`src/rtl/pipe_mux_reg.sv`:
```
// N-input WIDTH-bit selector with stage register, stall hold and flush bubble; optional sticky sel_err via PIPE_MUX_SEL_ERR_EN.
// Latency: 1 cycle from sampled inputs to out_data/out_valid/out_sel; no combinational input-to-output path.
// Backpressure: stall holds every output, and flush overrides stall with a zero bubble.
module pipe_mux_reg #(
    parameter  int NUM_IN = 4,
    parameter  int WIDTH  = 64,
    localparam int SELW   = $clog2(NUM_IN)
) (
    input  logic                    clk,
    input  logic                    reset,
    input  logic [NUM_IN*WIDTH-1:0] in_data,
    input  logic [SELW-1:0]         sel,
    input  logic                    in_valid,
    input  logic                    stall,
    input  logic                    flush,
    output logic [WIDTH-1:0]        out_data,
    output logic                    out_valid,
    output logic [SELW-1:0]         out_sel
`ifdef PIPE_MUX_SEL_ERR_EN
    ,
    output logic                    sel_err
`endif
);

    logic [WIDTH-1:0] sel_dat;
    logic [WIDTH-1:0] out_data_d,  out_data_q;
    logic             out_valid_d, out_valid_q;
    logic [SELW-1:0]  out_sel_d,   out_sel_q;
    logic             load;

    // Indices with no matching slice leave the default of all-zeros.
    always_comb begin
        sel_dat = '0;
        for (int i = 0; i < NUM_IN; i++) begin
            if (sel == SELW'(i)) begin
                sel_dat = in_data[i*WIDTH +: WIDTH];
            end
        end
    end

    assign load = !flush && !stall;

    always_comb begin
        out_data_d  = out_data_q;
        out_valid_d = out_valid_q;
        out_sel_d   = out_sel_q;
        if (flush) begin
            out_data_d  = '0;
            out_valid_d = 1'b0;
            out_sel_d   = '0;
        end else if (!stall) begin
            out_data_d  = sel_dat;
            out_valid_d = in_valid;
            out_sel_d   = sel;
        end
    end

    always_ff @(posedge clk or posedge reset) begin
        if (reset) begin
            out_data_q  <= '0;
            out_valid_q <= 1'b0;
            out_sel_q   <= '0;
        end else begin
            out_data_q  <= out_data_d;
            out_valid_q <= out_valid_d;
            out_sel_q   <= out_sel_d;
        end
    end

    assign out_data  = out_data_q;
    assign out_valid = out_valid_q;
    assign out_sel   = out_sel_q;

`ifdef PIPE_MUX_SEL_ERR_EN
    logic sel_err_d, sel_err_q;
    logic sel_oor;

    assign sel_oor = (32'(sel) >= 32'(NUM_IN));

    // Sticky until reset; only a qualified, actually-loaded transfer can set it.
    always_comb begin
        sel_err_d = sel_err_q;
        if (load && in_valid && sel_oor) begin
            sel_err_d = 1'b1;
        end
    end

    always_ff @(posedge clk or posedge reset) begin
        if (reset) begin
            sel_err_q <= 1'b0;
        end else begin
            sel_err_q <= sel_err_d;
        end
    end

    assign sel_err = sel_err_q;
`endif

endmodule

```
`config.mk`:
```
export PLATFORM = sky130hd
export DESIGN_NAME = pipe_mux_reg
export DESIGN_NICKNAME = d
export VERILOG_FILES = /design/src/rtl/pipe_mux_reg.sv
export SDC_FILE = /design/constraint.sdc
export NUM_CORES = 1
export LEC_CHECK = 0
export CORE_AREA = 2 2 126 128
export DETAILED_ROUTE_END_ITERATION = 8
export DIE_AREA = 0 0 128 130
export GPL_ROUTABILITY_DRIVEN = 0
export PLACE_DENSITY = 0.67
export SYNTH_ARGS = -nofsm -noshare
export SYNTH_HDL_FRONTEND = slang
export SYNTH_SLANG_ARGS = --single-unit
```
`constraint.sdc`:
```
create_clock -name clk -period 2.9 [get_ports clk]
set_input_delay 0.435 -clock clk [delete_from_list [all_inputs] [get_ports clk]]
set_output_delay 0.435 -clock clk [all_outputs]
set_load 0.05 [all_outputs]
```
## After elaboration in Yosys (flattened, before gate mapping)

Cells that the tools add are included.

| storage, ports and cells | value |
|---|---|
| register bits | 67 |
| output and inout port bits | 67 |
| word-level logic and storage cells | 18 |

| operators by class | value |
|---|---|
| equality and inequality tests | 4 |
| multiplexer cells | 10 |
| reduce and logical (&&, ||, !) cells | 1 |

Operators by type and width:

| kind | count |
|---|---|
| two-way mux 64 bit | 6 |
| equality test 2 bit (second input constant) | 2 |
| two-way mux 2 bit | 2 |
| equality test 2 x 1 -> 1 bit (second input constant) | 1 |
| logical NOT 2 bit | 1 |
| two-way mux 1 bit | 2 |
| != test 2 x 1 -> 1 bit (second input constant) | 1 |

## Longest topological paths before layout

| logic depth | value |
|---|---|
| depth in word-level cells | 7 |
| mapped depth | 5 |
| gate-level depth less buffers | 2 |

## Least setup slack after synthesis

Ideal clock, no wire load.

| timing path | value |
|---|---|
| path type | in2reg |
| start | input port sel[0] |
| end | register out_data_q[16], in the netlist out_data[16] |
| library setup time | 0.142 ns |
| arrival time | 1.305 ns |
| data required time | 2.758 ns |
| path slack | 1.452 ns |
| stages on the path | 5 |
| cell sequence | clkbuf_1 buf_4 buf_2 mux2i_1 o221ai_1 |

| on the way | value |
|---|---|
| longest elaborated chain between the ends | 7 |

RTL lines:

| element | RTL line | RTL |
|---|---|---|
| start: declaration | 12 | `input logic [SELW-1:0] sel,` |
| logical NOT 2 bit | 35 | `if (sel == SELW'(i)) begin` |
| two-way mux 64 bit (3 in a row) | 35 |  |
| two-way mux 64 bit (*) | 35 |  |
| two-way mux 64 bit (*) | 51 | `end else if (!stall) begin` |
| two-way mux 64 bit (*) | 47 | `if (flush) begin` |
| end signal: assignment | 64 | `out_data_q <= out_data_d;` |
| end: declaration | 26 | `logic [WIDTH-1:0] out_data_d, out_data_q;` |

Mark *: on every way between the ends. The rest lies on a longest branch, timed or not. The select of a mux whose other input is x is not followed.
A chain may end at the register's enable or synchronous reset.

## Final worst setup path

| timing path | value |
|---|---|
| start | input port sel[1] |
| end | register out_data_q[43], in the netlist out_data[43] |

The elaborated chain is that of the path after synthesis.

==> results.json <==
{
  "synthCells": 376,
  "yosys.cell_count.top_type": "mux2i_1",
  "worstHoldPathType": "primary input to flip-flop",
  "synth_edf_count": 0,
  "fp.coreArea_sq_um": 15400,
  "fin_skew_ps": 0,
  "hold_viol_final": 0,
  "grt_use_met2": 0.347,
  "met3_usage": 0.0521,
  "min_to": "out_sel[1]",
  "dp.final_hpwl_um": 12600,
  "crit_fanout": 64,
  "status": "completed",
  "start_util": 0.279,
  "cts_tree": "built",
  "routed_wl_um": 16300,
  "grt_first_pass_wirelength_um": 24200,
  "gr-total-overflow": 0,
  "worstMarginPinSlew_ps": 1210,
  "finalWorstPathRequiredPeriod_ps": 2030,
  "tns_ps": 0,
  "cts_buffers": 9,
  "synth_ff_type": "dfrtp_1",
  "finalNetCount": 945,
  "vias_per_cell": 5.07,
  "hold-path-cell-count": 3,
  "rows": 46,
  "post-route-util": 0.516,
  "drv_cap": 0,
  "irDropWorstVdd_mv": 0.277,
  "clk_pin_slew_ps": 50,
  "cts_sinks": 67,
  "syn_area_per_cell_sq_um": 11.4,
  "hp-start": "stall",
  "yosysWarnings": 0,
  "ant_nets": 0,
  "crit_arrival_ps": 2240,
  "syn2layout_area_growth_pct": 85.1,
  "cts_root_buf": "clkbuf_16",
  "grt_setup_unrepaired": "false",
  "ios": 330,
  "yosysSeqAreaShare": 0.390,
  "wl_per_cell_um": 18.5,
  "dr_total_vias": 4458,
  "die-area_sq_um": 16600,
  "drv_slew": 0,
  "yosys.area.top_type": "dfrtp_1",
  "ctsHtreeMaxLevel": 3,
  "setup_violations": 0,
  "clkLatencyLatePin_ps": 310,
  "grt.busiest_layer": "met2",
  "cts_resized": 0,
  "reg2reg_slack_ps": 2070,
  "drive_gt1_frac": 0.0422,
  "slew_headroom": 0.192,
  "dieWidth_um": 128,
  "period_share": 0.700,
  "grt_max_degree": 68,
  "ctsHoldBuffers": 0,
  "netlist.area_leader.share": 0.390,
  "fmax_mhz": 492,
  "antenna_found_initial": 0,
  "r2r_cells": 2,
  "ys_ff_latch": 67,
  "synth_area_leaders": "dfrtp_1 39%, mux2i_1 30%, o221ai_1 13%",
  "syn-num-nets": 639,
  "grt_pass1_vias": 4655,
  "drt_iter0_markers": 159,
  "netlist_area_sq_um": 4300,
  "postSynth.asyncResetShare": 1.00,
  "drc": 0,
  "insertedDiodeCount": 0,
  "gr-usage-all-layers": 0.187,
  "leakagePower_nw": 3.37,
  "regToRegStartpoint": "out_data[29]",
  "fp.dieH_um": 130,
  "cp-start-kind": "primary input",
  "io_buffers": 329,
  "cts.path.max_buffers": 2,
  "synth_cell_types": 12,
  "timing.rr.end": "out_data[29]",
  "worstPathRequired_ps": 3110,
  "postCtsSetupBuffers": 0,
  "netlist_top_cells_count": "131 x mux2i_1, 67 x dfrtp_1, 64 x nand3b_1, 64 x o221ai_1, 20 x clkbuf_1",
  "endpoint_kind": "flip-flop",
  "path_class": "primary input to flip-flop",
  "grt_use_met1": 0.201,
  "p_per_area_nw_per_um2": 396,
  "dr.pass1.iters": 4
}
==> placed cells by master (no fill, tap or decap) <==
cell and n:
buf_12 2, clkdlybuf4s50_1 326, mux2i_1 131, o221ai_1 64, inv_2 1, clkinv_2 2
clkbuf_16 9, buf_4 8, nor2_1 3, clkbuf_8 2, buf_2 2, buf_6 1
dfrtp_1 67, clkbuf_1 3, or3b_2 1, nand3b_1 64, or3_2 1
==> cell type report <==
cell class,instances,area (sq um)
fillers,1416,7470
clock buffers,14,264
flip-flops and latches,67,1680
repair buffers,339,3380
well taps,192,240
inverters,1,3.75
clock inverters,2,10.0
multi-input cells,264,2380
==> report_power, final <==
group          total (mW)  internal, mW  switching (mW)
logic                1.10         0.568           0.535
clock network        1.00         0.623           0.379
registers            1.05          1.01          0.0414
==> critical path, cell delays in order <==
cell	delay [ps]
clkdlybuf4s50_1	430
or3_2	960
o221ai_1	380
==> per-stage QoR <==
step / total power, mW / std cells / setup WS [ps] / hold WS [ps] / area [sq um]
final: 3.15 / 879 / 869 / 484 / 7960
after global routing: 3.29 / 879 / 753 / 481 / 7960
after CTS: 3.20 / 879 / 872 / 478 / 7960
after detailed placement: 2.18 / 863 / 514 / 509 / 7680
after global placement: 2.16 / 863 / 611 / 504 / 7680
after floorplan: 1.59 / 376 / 782 / 588 / 4300
==> registers in the layout, indices dropped and copies added, names as in the netlist <==
| signal | count |
|---|---|
| out_valid | 1 |
| out_sel | 2 |
| out_data | 64 |
==> logic make-up (layout without fill, tap and decap cells) <==
family / Yosys count / after routing / synth area share
AO/OA/AOI/OAI: 64 / 64 / 0.130
AND/OR/NAND/NOR: 69 / 69 / 0.118
flip-flops: 67 / 67 / 0.390
buffers and inverters: 45 / 356 / 0.0570
multiplexers: 131 / 131 / 0.305
==> worst max path at each step <==
stage,startpoint,end,cells past startpoint
global placement,sel[1],out_data[15],3
finish,sel[1],out_data[43],3
detailed placement,sel[1],out_data[15],3
global route,sel[1],out_data[25],3
CTS,sel[1],out_data[63],3
floorplan,reset,out_data[0],1
==> routing by layer <==
layer,share of wire,vias up
met2,0.53,223
met3,0.088,32
met4,0.028,0
met5,0,-
li1,-,2101
met1,0.36,2102
Power figures use the tool's default switching activity.
